<file path="src/rtl/slink_rx_train_ctrl.sv">
// ---------------------------------------------------------------------------
// slink_rx_train_ctrl
//
// Receive-side link training sequencer for the S-Link RX path. Drives the
// enable of slink_rx_deskew and walks the link through lock, TS1, TS2 and
// SDS phases by counting all-lane ordered-set detections, raising link_up
// once an SDS arrives. Handles lane-count changes, loss of lock in LINK_UP
// and remote retrain requests (TS1 seen while up).
//
// Optional feature macro: SLINK_RX_TRAIN_TIMEOUT_EN
//   defined   -> a per-state timeout counter is built; a training state that
//                makes no progress for TIMEOUT_CYCLES cycles goes to ERROR.
//   undefined -> no timeout logic; training waits indefinitely, and the only
//                way into ERROR is loss of lock while in LINK_UP.
//
// Ports:
//   clk            clock
//   reset          asynchronous, active-high reset
//   start          level; high requests training / keeps the link up
//   active_lanes   lane-count code (1<<code lanes), captured on training start
//   deskew_state   deskew state: 0 IDLE, 1 TRAIN, 2 LOCKED
//   rx_ts1_seen    per-lane TS1 detection pulses
//   rx_ts2_seen    per-lane TS2 detection pulses
//   rx_sds_seen    per-lane SDS detection pulses
//   deskew_enable  enable to the deskew block (registered)
//   link_up        high while in LINK_UP (registered)
//   train_error    high while in ERROR (registered)
//   train_state    current state encoding (registered)
//   ts_count       current TS1/TS2 count, 0 in other states (registered)
// ---------------------------------------------------------------------------
module slink_rx_train_ctrl #(
  parameter int NUM_LANES      = 4,
  parameter int TS1_TARGET     = 8,
  parameter int TS2_TARGET     = 8,
  parameter int TIMEOUT_CYCLES = 4096,
  parameter int TO_W           = $clog2(TIMEOUT_CYCLES + 1)
) (
  input  logic                 clk,
  input  logic                 reset,
  input  logic                 start,
  input  logic [2:0]           active_lanes,
  input  logic [1:0]           deskew_state,
  input  logic [NUM_LANES-1:0] rx_ts1_seen,
  input  logic [NUM_LANES-1:0] rx_ts2_seen,
  input  logic [NUM_LANES-1:0] rx_sds_seen,
  output logic                 deskew_enable,
  output logic                 link_up,
  output logic                 train_error,
  output logic [2:0]           train_state,
  output logic [7:0]           ts_count
);

  typedef enum logic [2:0] {
    IDLE      = 3'd0,
    WAIT_LOCK = 3'd1,
    TS1       = 3'd2,
    TS2       = 3'd3,
    WAIT_SDS  = 3'd4,
    LINK_UP   = 3'd5,
    ERROR     = 3'd6
  } state_t;

  localparam logic [1:0] DESKEW_LOCKED = 2'd2;
  localparam logic [7:0] TS1_LAST      = 8'(TS1_TARGET - 1);
  localparam logic [7:0] TS2_LAST      = 8'(TS2_TARGET - 1);

  state_t     state_q;
  state_t     state_d;
  logic [7:0] ts_d;
  logic [2:0] lanes_q;
  logic [2:0] lanes_d;
  logic       to_restart;
  logic       timeout_hit;

  // Inactive lanes already report 1, so a plain AND across all lanes gives
  // the "every active lane saw it" event.
  logic ts1_all;
  logic ts2_all;
  logic sds_all;
  assign ts1_all = &rx_ts1_seen;
  assign ts2_all = &rx_ts2_seen;
  assign sds_all = &rx_sds_seen;

`ifdef SLINK_RX_TRAIN_TIMEOUT_EN
  localparam logic [TO_W-1:0] TO_LAST = TO_W'(TIMEOUT_CYCLES - 1);

  logic [TO_W-1:0] to_cnt;
  logic            to_counting;

  assign to_counting = (state_d == WAIT_LOCK) || (state_d == TS1) ||
                       (state_d == TS2) || (state_d == WAIT_SDS);
  assign timeout_hit = (to_cnt == TO_LAST);

  // Timeout counter: restarts on any state change or progress event and
  // sits at zero outside the training states. It never needs to wrap since
  // hitting the last value forces ERROR, which clears it.
  always_ff @(posedge clk or posedge reset) begin
    if (reset) begin
      to_cnt <= '0;
    end else if ((state_d != state_q) || to_restart || !to_counting) begin
      to_cnt <= '0;
    end else begin
      to_cnt <= to_cnt + 1'b1;
    end
  end
`else
  localparam logic [TO_W-1:0] TO_LAST = TO_W'(TIMEOUT_CYCLES - 1);

  logic unused_timeout_cfg;
  assign unused_timeout_cfg = ^{TO_LAST, to_restart};
  assign timeout_hit        = 1'b0;
`endif

  // Next-state logic. Global exits (start dropped, lane count changed,
  // timeout) outrank the per-state rules in every non-IDLE state.
  always_comb begin
    state_d    = state_q;
    ts_d       = ts_count;
    lanes_d    = lanes_q;
    to_restart = 1'b0;

    if (state_q == IDLE) begin
      if (start) begin
        state_d = WAIT_LOCK;
        lanes_d = active_lanes;
      end
    end else if (!start) begin
      state_d = IDLE;
    end else if (active_lanes != lanes_q) begin
      // Passing through IDLE drops deskew_enable for a cycle, which resets
      // the deskew block before it retrains on the new lane set.
      state_d = IDLE;
    end else if (timeout_hit) begin
      state_d = ERROR;
    end else begin
      case (state_q)
        WAIT_LOCK: begin
          if (deskew_state == DESKEW_LOCKED) state_d = TS1;
        end
        TS1: begin
          // TS1 wins over a simultaneous TS2.
          if (ts1_all) begin
            to_restart = 1'b1;
            if (ts_count == TS1_LAST) state_d = TS2;
            else if (ts_count != 8'hFF) ts_d = ts_count + 8'd1;
          end else if (ts2_all) begin
            state_d = TS2;
          end
        end
        TS2: begin
          if (ts1_all) begin
            state_d = TS1;
          end else if (ts2_all) begin
            to_restart = 1'b1;
            if (ts_count == TS2_LAST) state_d = WAIT_SDS;
            else if (ts_count != 8'hFF) ts_d = ts_count + 8'd1;
          end
        end
        WAIT_SDS: begin
          // Lock is deliberately not checked here; a loss of lock that
          // coincides with SDS is caught from LINK_UP one cycle later.
          if (sds_all) state_d = LINK_UP;
          else if (ts1_all) state_d = TS1;
          else if (ts2_all) to_restart = 1'b1;
        end
        LINK_UP: begin
          if (deskew_state != DESKEW_LOCKED) state_d = ERROR;
          else if (ts1_all) state_d = TS1;
        end
        ERROR: begin
          state_d = ERROR;
        end
        default: begin
          state_d = IDLE;
        end
      endcase
    end

    // The TS counter only has meaning inside TS1/TS2 and restarts from zero
    // whenever one of those states is (re)entered.
    if ((state_d != state_q) || !((state_d == TS1) || (state_d == TS2))) begin
      ts_d = 8'd0;
    end
  end

  // State, captured lane code and all outputs. Outputs are decoded from the
  // next state so they line up with the state register after each edge.
  always_ff @(posedge clk or posedge reset) begin
    if (reset) begin
      state_q       <= IDLE;
      lanes_q       <= 3'd0;
      ts_count      <= 8'd0;
      deskew_enable <= 1'b0;
      link_up       <= 1'b0;
      train_error   <= 1'b0;
      train_state   <= 3'd0;
    end else begin
      state_q       <= state_d;
      lanes_q       <= lanes_d;
      ts_count      <= ts_d;
      deskew_enable <= (state_d == WAIT_LOCK) || (state_d == TS1) ||
                       (state_d == TS2) || (state_d == WAIT_SDS) ||
                       (state_d == LINK_UP);
      link_up       <= (state_d == LINK_UP);
      train_error   <= (state_d == ERROR);
      train_state   <= state_d;
    end
  end

endmodule

</file>
<file path="config.mk">
export PLATFORM = sky130hd
export DESIGN_NAME = slink_rx_train_ctrl
export DESIGN_NICKNAME = d
export VERILOG_FILES = /design/src/rtl/slink_rx_train_ctrl.sv
export SDC_FILE = /design/constraint.sdc
export NUM_CORES = 1
export LEC_CHECK = 0
export CORE_MARGIN = 3
export CORE_UTILIZATION = 46
export DETAILED_ROUTE_END_ITERATION = 10
export GPL_ROUTABILITY_DRIVEN = 0
export PLACE_DENSITY_LB_ADDON = 0.3
export SKIP_CTS_REPAIR_TIMING = 1
export SYNTH_ARGS = -nofsm -noshare
export SYNTH_HDL_FRONTEND = slang
export SYNTH_SLANG_ARGS = --single-unit
</file>
<file path="constraint.sdc">
create_clock -name clk -period 2.45 [get_ports clk]
set_input_delay 0.49 -clock clk [delete_from_list [all_inputs] [get_ports clk]]
set_output_delay 0.49 -clock clk [all_outputs]
set_load 0.05 [all_outputs]
</file>
=== Word-level counts from Yosys, hierarchy flattened ===
Index checks and enable logic that the tools add are counted.

* Register bits: 17
* Logic and storage cells: 70
* Input bits: 20

* Add/subtract/negate cells: 1
* Reduce and logical (&&, ||, !) cells: 15
* Equal/unequal tests: 23
* Muxes and demuxes: 25

{| class="wikitable"
|+ Operators by type and width
! kind !! count
|-
| $mux W8 || 9
|-
| $mux W3 || 14
|-
| $eq A3 B3 Y1 const B || 6
|-
| $pmux W3 S6 || 1
|-
| $pmux W8 S2 || 1
|-
| $eq A3 B2 Y1 const B || 4
|-
| $reduce_and A4 Y1 || 3
|-
| $ne A3 B3 Y1 const B || 3
|-
| $add A8 B1 Y8 const B || 1
|-
| $eq A8 B3 Y1 const B || 1
|-
| $ne A8 B8 Y1 const B || 1
|-
| $reduce_and A7 Y1 || 1
|-
| $eq A3 B1 Y1 const B || 2
|-
| $logic_or A1 B1 Y1 || 6
|-
| $ne A3 B3 Y1 || 2
|-
| $ne A2 B1 Y1 const B || 2
|-
| $logic_not A3 Y1 || 1
|-
| $reduce_bool A3 Y1 || 1
|-
| $eq A2 B2 Y1 const B || 1
|-
| $ne A2 B2 Y1 const B || 1
|-
| $reduce_and A2 Y1 || 1
|-
| $reduce_bool A2 Y1 || 1
|-
| $logic_not A1 Y1 || 1
|}

=== Logic depth before layout (Yosys ltp) ===
Gate-level depths: netlist (run 1).

* Depth after elaboration: 14
* Gate-level depth with buffers: 7

=== Least setup slack after synthesis (run 1) ===
OpenSTA, ideal clock, no wires.

* Kind: flip-flop to flip-flop
* From: register ts_count[5]
* To: register deskew_enable
* Arrival time: 2.223 ns
* Setup slack: 0.104 ns
* Library setup time: 0.124 ns
* Period minus slack after synthesis: 2.346 ns
* Required time: 2.326 ns
* Stages on the path, launching flop included: 6
* Cell sequence: dfrtp_1 or4_1 or3_1 buf_6 o31a_1 o31a_1

* Longest elaborated chain between the ends: 13

{| class="wikitable"
|+ RTL lines
! item !! line !! text
|-
| from (decl) || 50 || <nowiki>output logic [7:0] ts_count</nowiki>
|-
| from (signal assigned) || 200 || <nowiki>ts_count <= ts_d;</nowiki>
|-
| $eq A8 B3 Y1 (*) || 144, 155 ||
|-
| $mux W3 || 155 || <nowiki>if (ts_count == TS2_LAST) state_d = WAIT_SDS;</nowiki>
|-
| $mux W3 || 153 || <nowiki>end else if (ts2_all) begin</nowiki>
|-
| $mux W3 || 151 || <nowiki>if (ts1_all) begin</nowiki>
|-
| $pmux W3 S6 (*) || 136 || <nowiki>case (state_q)</nowiki>
|-
| $mux W3 (*) || 129 || <nowiki>end else if (active_lanes != lanes_q) begin</nowiki>
|-
| $mux W3 (*) || 127 || <nowiki>end else if (!start) begin</nowiki>
|-
| $mux W3 (*) || 122 || <nowiki>if (state_q == IDLE) begin</nowiki>
|-
| $eq A3 B1 Y1 / $eq A3 B2 Y1 (equally long branches) || 201 || <nowiki>deskew_enable <= (state_d == WAIT_LOCK) || (state_d == TS1) ||</nowiki>
|-
| $logic_or A1 B1 Y1 (2 in series) || 201 ||
|-
| $logic_or A1 B1 Y1 || 202 || <nowiki>(state_d == TS2) || (state_d == WAIT_SDS) ||</nowiki>
|-
| $logic_or A1 B1 Y1 (*) || 202 ||
|-
| to (signal assigned) || 201 ||
|-
| to (decl) || 46 || <nowiki>output logic deskew_enable,</nowiki>
|}

Mark *: on every way between the ends. The rest lies on a longest branch, timed or not.
A chain may end at the register's enable or synchronous reset.

==> results.toml, run 1 <==
[setup_path]
slowest_stage = "clkdlybuf4s50_1"
path_class = "reg -> out"
required_ns = 1.96
end_kind = "output port"
start_kind = "flip-flop"
r2r_cells = 4
r2r-end = "deskew_enable"
path_cells = "clkdlybuf4s50_1"
reg2reg_setup_slack_ns = 0.22
path_max_fanout = 13
critPathTopFamily = "buffers and inverters"
timing.rr.start = "ts_count[6]"
path_buf_inv = 1
cp.arrival_ns = 1.77
slowest_delay_ns = 0.88

[pwr]
p_leak_nw = 0.547
peakVddDrop_mv = 0.346
finalPower_w = 0.000584
cellPowerDensity_mw_per_mm2 = 380

[finish]
fill_cells = 182
register_area_um2 = 425
nets = 181
multi_input_area_um2 = 673
syn_to_final_growth_pct = 35.9
antenna_cells = 0
drive_gt1_frac = 0.107
stdcell_count = 187
most-common-layout-cells = "clkdlybuf4s50_1, dfrtp_1, nand2_1"
layout_commonest_cell = "clkdlybuf4s50_1"

[place]
place_hpwl_mm = 2.32
dpl.cell_count = 183
port_buffers = 33

[clock_network]
htreeDepth = 1
cts_tree = "yes"
path_clk_slew_ns = 0.10
cts_sinks = 17
cts_buffers = 3
clk_latency_ns = 0.30
cts_max_path_buffers = 2
cts_root_buffer = "clkbuf_4"

[synthesis]
async_reset_ff_frac = 1.00
yosys_most_used_dff = "dfrtp_1"
synth-seq-cells = 17
syn_avg_cell_area_um2 = 9.36
netlist.area_leader.share = 0.376
synthCells = 121
synth_nets = 142
synth_edf_count = 0
yosys_warnings = 0
synth_top_area_cell = "dfrtp_1"
yosysSeqAreaShare = 0.376
synth_cell_type_count = 42
syn-cell-area_mm2 = 0.00113
post_synth_main_area_contributors = "dfrtp_1, a211oi_1, mux2_2, nand4_1, and4_1"

[drt]
initialDrtViolationCount = 33
drc_errors = 0
drtPass1Iterations = 4
final_antenna_net_count = 0
wl_mm = 3.09
routedWlPerCell_um = 16.5
vias_per_cell = 6.20
vias = 1159

[floorplan]
rows = 17
die_x_um = 55.6
io_pins = 34
core-area_mm2 = 0.00228
start_util = 0.498
die_area_mm2 = 0.00309
die_h_um = 55.6

[timing]
post-route-period-util = 0.921
tightest_slew_ns = 0.649
setup_viol = 0
fmax_mhz = 443
holdWs_ns = 0.542
slew_headroom = 0.567
drv_slew = 0
rsz0062_at_grt = "no"
fin_skew_ns = 0.00361
hold_viol = 0
layout_min_cycle_time_ns = 2.26

[outcome]
outcome = "complete, no violations"

[job]
drv_cap = 0

[worst_hold_path]
holdPathStages = 1
min_from = "lanes_q[0]"
holdCritPathClass = "reg -> reg"
whs_endpoint = "lanes_q[0]"

[grt]
grt_pass1_wl_mm = 5.13
antenna_found_initial = 0
grt_overflow = 0
grt_max_degree = 18
track_usage = 0.202
grt_pass1_vias = 1148
## how the worst max path moves through the flow
stage / start / endpoint / slack [ns] / depth (start not counted)
after floorplan: ts_count[5] / deskew_enable / 0.10 / 5
after global placement: deskew_state[1] / ts_count[3] / 0.07 / 6
after detailed placement: rx_ts1_seen[2] / ts_count[6] / -0.03 / 6
after CTS: state_q[0] / train_state[0] / 0.19 / 1
after global routing: ts_count[5] / link_up / 0.08 / 5
final: state_q[1] / train_state[1] / 0.19 / 1
## power by group
part | total (W) | internal, W | switching, W
Sequential | 0.000303 | 0.000292 | 0.0000114
Clock | 0.000159 | 0.0000636 | 0.0000951
Combinational | 0.000122 | 0.0000625 | 0.0000600
Total | 0.000584 | 0.000418 | 0.000167
## through the flow
stage	util	setup slack, ns	setup TNS (ns)	cell area (µm²)
final	0.676	0.193	0	1540
after global routing	0.676	0.0816	0	1540
after CTS	0.676	0.194	0	1540
after detailed placement	0.665	-0.0322	-0.0322	1510
after global placement	0.665	0.0657	0	1510
after floorplan	-	0.104	0	1130
## kinds of logic after synthesis
family,count (synthesis),share of synthesized area
adder cells (fa/ha/maj),1,0.0110
XOR/XNOR,4,0.0309
AND/OR/NAND/NOR,55,0.284
multiplexers,5,0.0486
buffers and inverters,7,0.0298
AO/OA/AOI/OAI,32,0.220
flip-flops,17,0.376
## Yosys cell counts (3+ instances only)
| cell type | instances |
|---|---|
| a21oi_1 | 3 |
| nand4_1 | 6 |
| o31a_1 | 3 |
| xnor2_1 | 4 |
| nor3_1 | 4 |
| a211oi_1 | 6 |
| dfrtp_1 | 17 |
| nand2_1 | 8 |
| mux2_2 | 4 |
| nor2_1 | 6 |
| nand4b_1 | 3 |
| o21ai_1 | 6 |
| nor2b_1 | 3 |
| nand3_1 | 6 |
| and3_1 | 3 |
| or3_1 | 3 |
| clkbuf_1 | 3 |
| and4_1 | 4 |
## metal layers
layer | up-vias | track usage | routed length [µm]
met5 | - | 0 | 0
met2 | 60 | 0.353 | 1510
met3 | 13 | 0.0371 | 216
met4 | 0 | 0.0799 | 80
met1 | 536 | 0.244 | 1280
li1 | 550 | - | -
## area by class of cell
| type | instances | area share |
|---|---|---|
| clock buffer | 4 | 0.0171 |
| inverter | 3 | 0.00732 |
| multi-input combinational | 97 | 0.437 |
| sequential | 17 | 0.276 |
| tap | 28 | 0.0228 |
| timing repair buffer | 38 | 0.239 |
## sequential cells by signal (all words and copies together), names as in the netlist
| signal | cells |
|---|---|
| ts_count | 8 |
| train_error | 1 |
| link_up | 1 |
| state_q | 3 |
| deskew_enable | 1 |
| lanes_q | 3 |
No activity file was read; power rests on OpenSTA's default activity.
==> inputs of run 2 (changes only) <==
Settings changed: CTS_CLUSTER_SIZE from default to 16, HOLD_SLACK_MARGIN from default to 0.12, PLACE_DENSITY from default to 0.77, PLACE_DENSITY_LB_ADDON 0.3 to default.
==> results.toml, run 2 (synthesis results as in run 1) <==
[setup_path]
crit_end = "deskew_enable"
timing.rr.start = "ts_count[5]"
end_kind = "flip-flop"
path_class = "reg -> reg"
r2r-end = "deskew_enable"
path_max_fanout = 7
cp.arrival_ns = 2.46
required_ns = 2.64
reg2reg_setup_slack_ns = 0.18
r2r_cells = 4
start_kind = "flip-flop"
cp-startpoint = "ts_count[5]"

[floorplan]
start_util = 0.498
io_pins = 34
core-area_mm2 = 0.00228
die_x_um = 55.6
rows = 17
die_area_mm2 = 0.00309
die_h_um = 55.6

[grt]
grt_pass1_wl_mm = 5.09
grt_overflow = 0
busiest_layer = "met2"
use_met1 = 0.265
gr-usage-met2 = 0.338
grt_max_degree = 18
antenna_found_initial = 0
grt_pass1_vias = 1135
track_usage = 0.202
grt.met3_usage = 0.0209

[clock_network]
cts_sinks = 17
cts_max_path_buffers = 2
clk_latency_ns = 0.30
cts_tree = "yes"
cts_buffers = 3
path_clk_slew_ns = 0.10
cts_root_buffer = "clkbuf_4"
htreeDepth = 1

[worst_hold_path]
holdPathStages = 1
holdCritPathClass = "reg -> reg"

[timing]
tightest_slew_ns = 0.655
post-route-period-util = 0.926
drv_slew = 0
rsz0062_at_grt = "no"
layout_min_cycle_time_ns = 2.27
slew_headroom = 0.563
setup_slack_ns = 0.180
holdWs_ns = 0.541
hold_viol = 0
setup_viol = 0
fin_skew_ns = 0.00316
fmax_mhz = 441

[drt]
routedWlPerCell_um = 16.1
final_antenna_net_count = 0
wl_mm = 3.01
drtPass1Iterations = 4
drc_errors = 0
vias = 1135
vias_per_cell = 6.07
initialDrtViolationCount = 17

[finish]
fin_util = 0.676
drive_gt1_frac = 0.107
multi_input_area_um2 = 673
top_register = "ts_count"
antenna_cells = 0
reg.largest.list = "ts_count: 8 flops, lanes_q: 3 flops, state_q: 3 flops"
most-common-layout-cells = "clkdlybuf4s50_1, dfrtp_1, nand2_1"
largest_reg_flops = 8
fill_cells = 202
nets = 181
stdcell_count = 187
syn_to_final_growth_pct = 35.9
layout_commonest_cell = "clkdlybuf4s50_1"
register_area_um2 = 425
stdcell_area_mm2 = 0.00154

[place]
place_ws_ns = -0.0205
port_buffers = 33
place_hpwl_mm = 2.32
dpl.cell_count = 183
postPlaceCellArea_mm2 = 0.00151

[job]
drv_cap = 0

[pwr]
cellPowerDensity_mw_per_mm2 = 380
p_leak_nw = 0.547
peakVddDrop_mv = 0.380

[outcome]
outcome = "complete, no violations"
run 2: cell counts in the layout (fill, tap and decap cells not counted):
Identical to the previous run, type by type.
run 2: layout make-up:
type | count | share of cell area
clock buffers | 4 | 0.0171
multi-input cells | 97 | 0.437
repair buffers | 38 | 0.239
inverters | 3 | 0.00732
flip-flops and latches | 17 | 0.276
well taps | 28 | 0.0228
run 2: metal layers:
layer  vias to the layer above  part of all wire
met1                       536              0.45
met3                         7             0.043
li1                        557                 -
met5                         -                 0
met2                        35              0.48
met4                         0             0.021
run 2: worst min-delay path by stage:
stage / from / end
5_1_grt: lanes_q[2] / lanes_q[2]
3_5_place_dp: lanes_q[0] / lanes_q[0]
6_report: lanes_q[0] / lanes_q[0]
3_3_place_gp: lanes_q[2] / lanes_q[2]
4_1_cts: lanes_q[0] / lanes_q[0]
2_1_floorplan: reset / deskew_enable
run 2: report_power, final:
group / internal (W) / switching [W] / total, W / leakage, nW
registers: 0.000292 / 0.0000113 / 0.000303 / 0.228
clock network: 0.0000635 / 0.0000959 / 0.000159 / 0.0150
logic: 0.0000625 / 0.0000596 / 0.000122 / 0.305
run 2: worst max-delay path: stages (launching register included):
cell,delay (ns)
dfrtp_1,0.44
or4_1,0.56
or3_1,0.46
o31a_1,0.39
o31a_1,0.32
run 2: stage by stage:
| step | total power, W | setup TNS, ns |
|---|---|---|
| 6_report | 0.000584 | 0 |
| 2_1_floorplan | 0.000375 | 0 |
| 4_1_cts | 0.000587 | 0 |
| 3_3_place_gp | 0.000426 | 0 |
| 3_5_place_dp | 0.000431 | -0.0205 |
| 5_1_grt | 0.000604 | 0 |
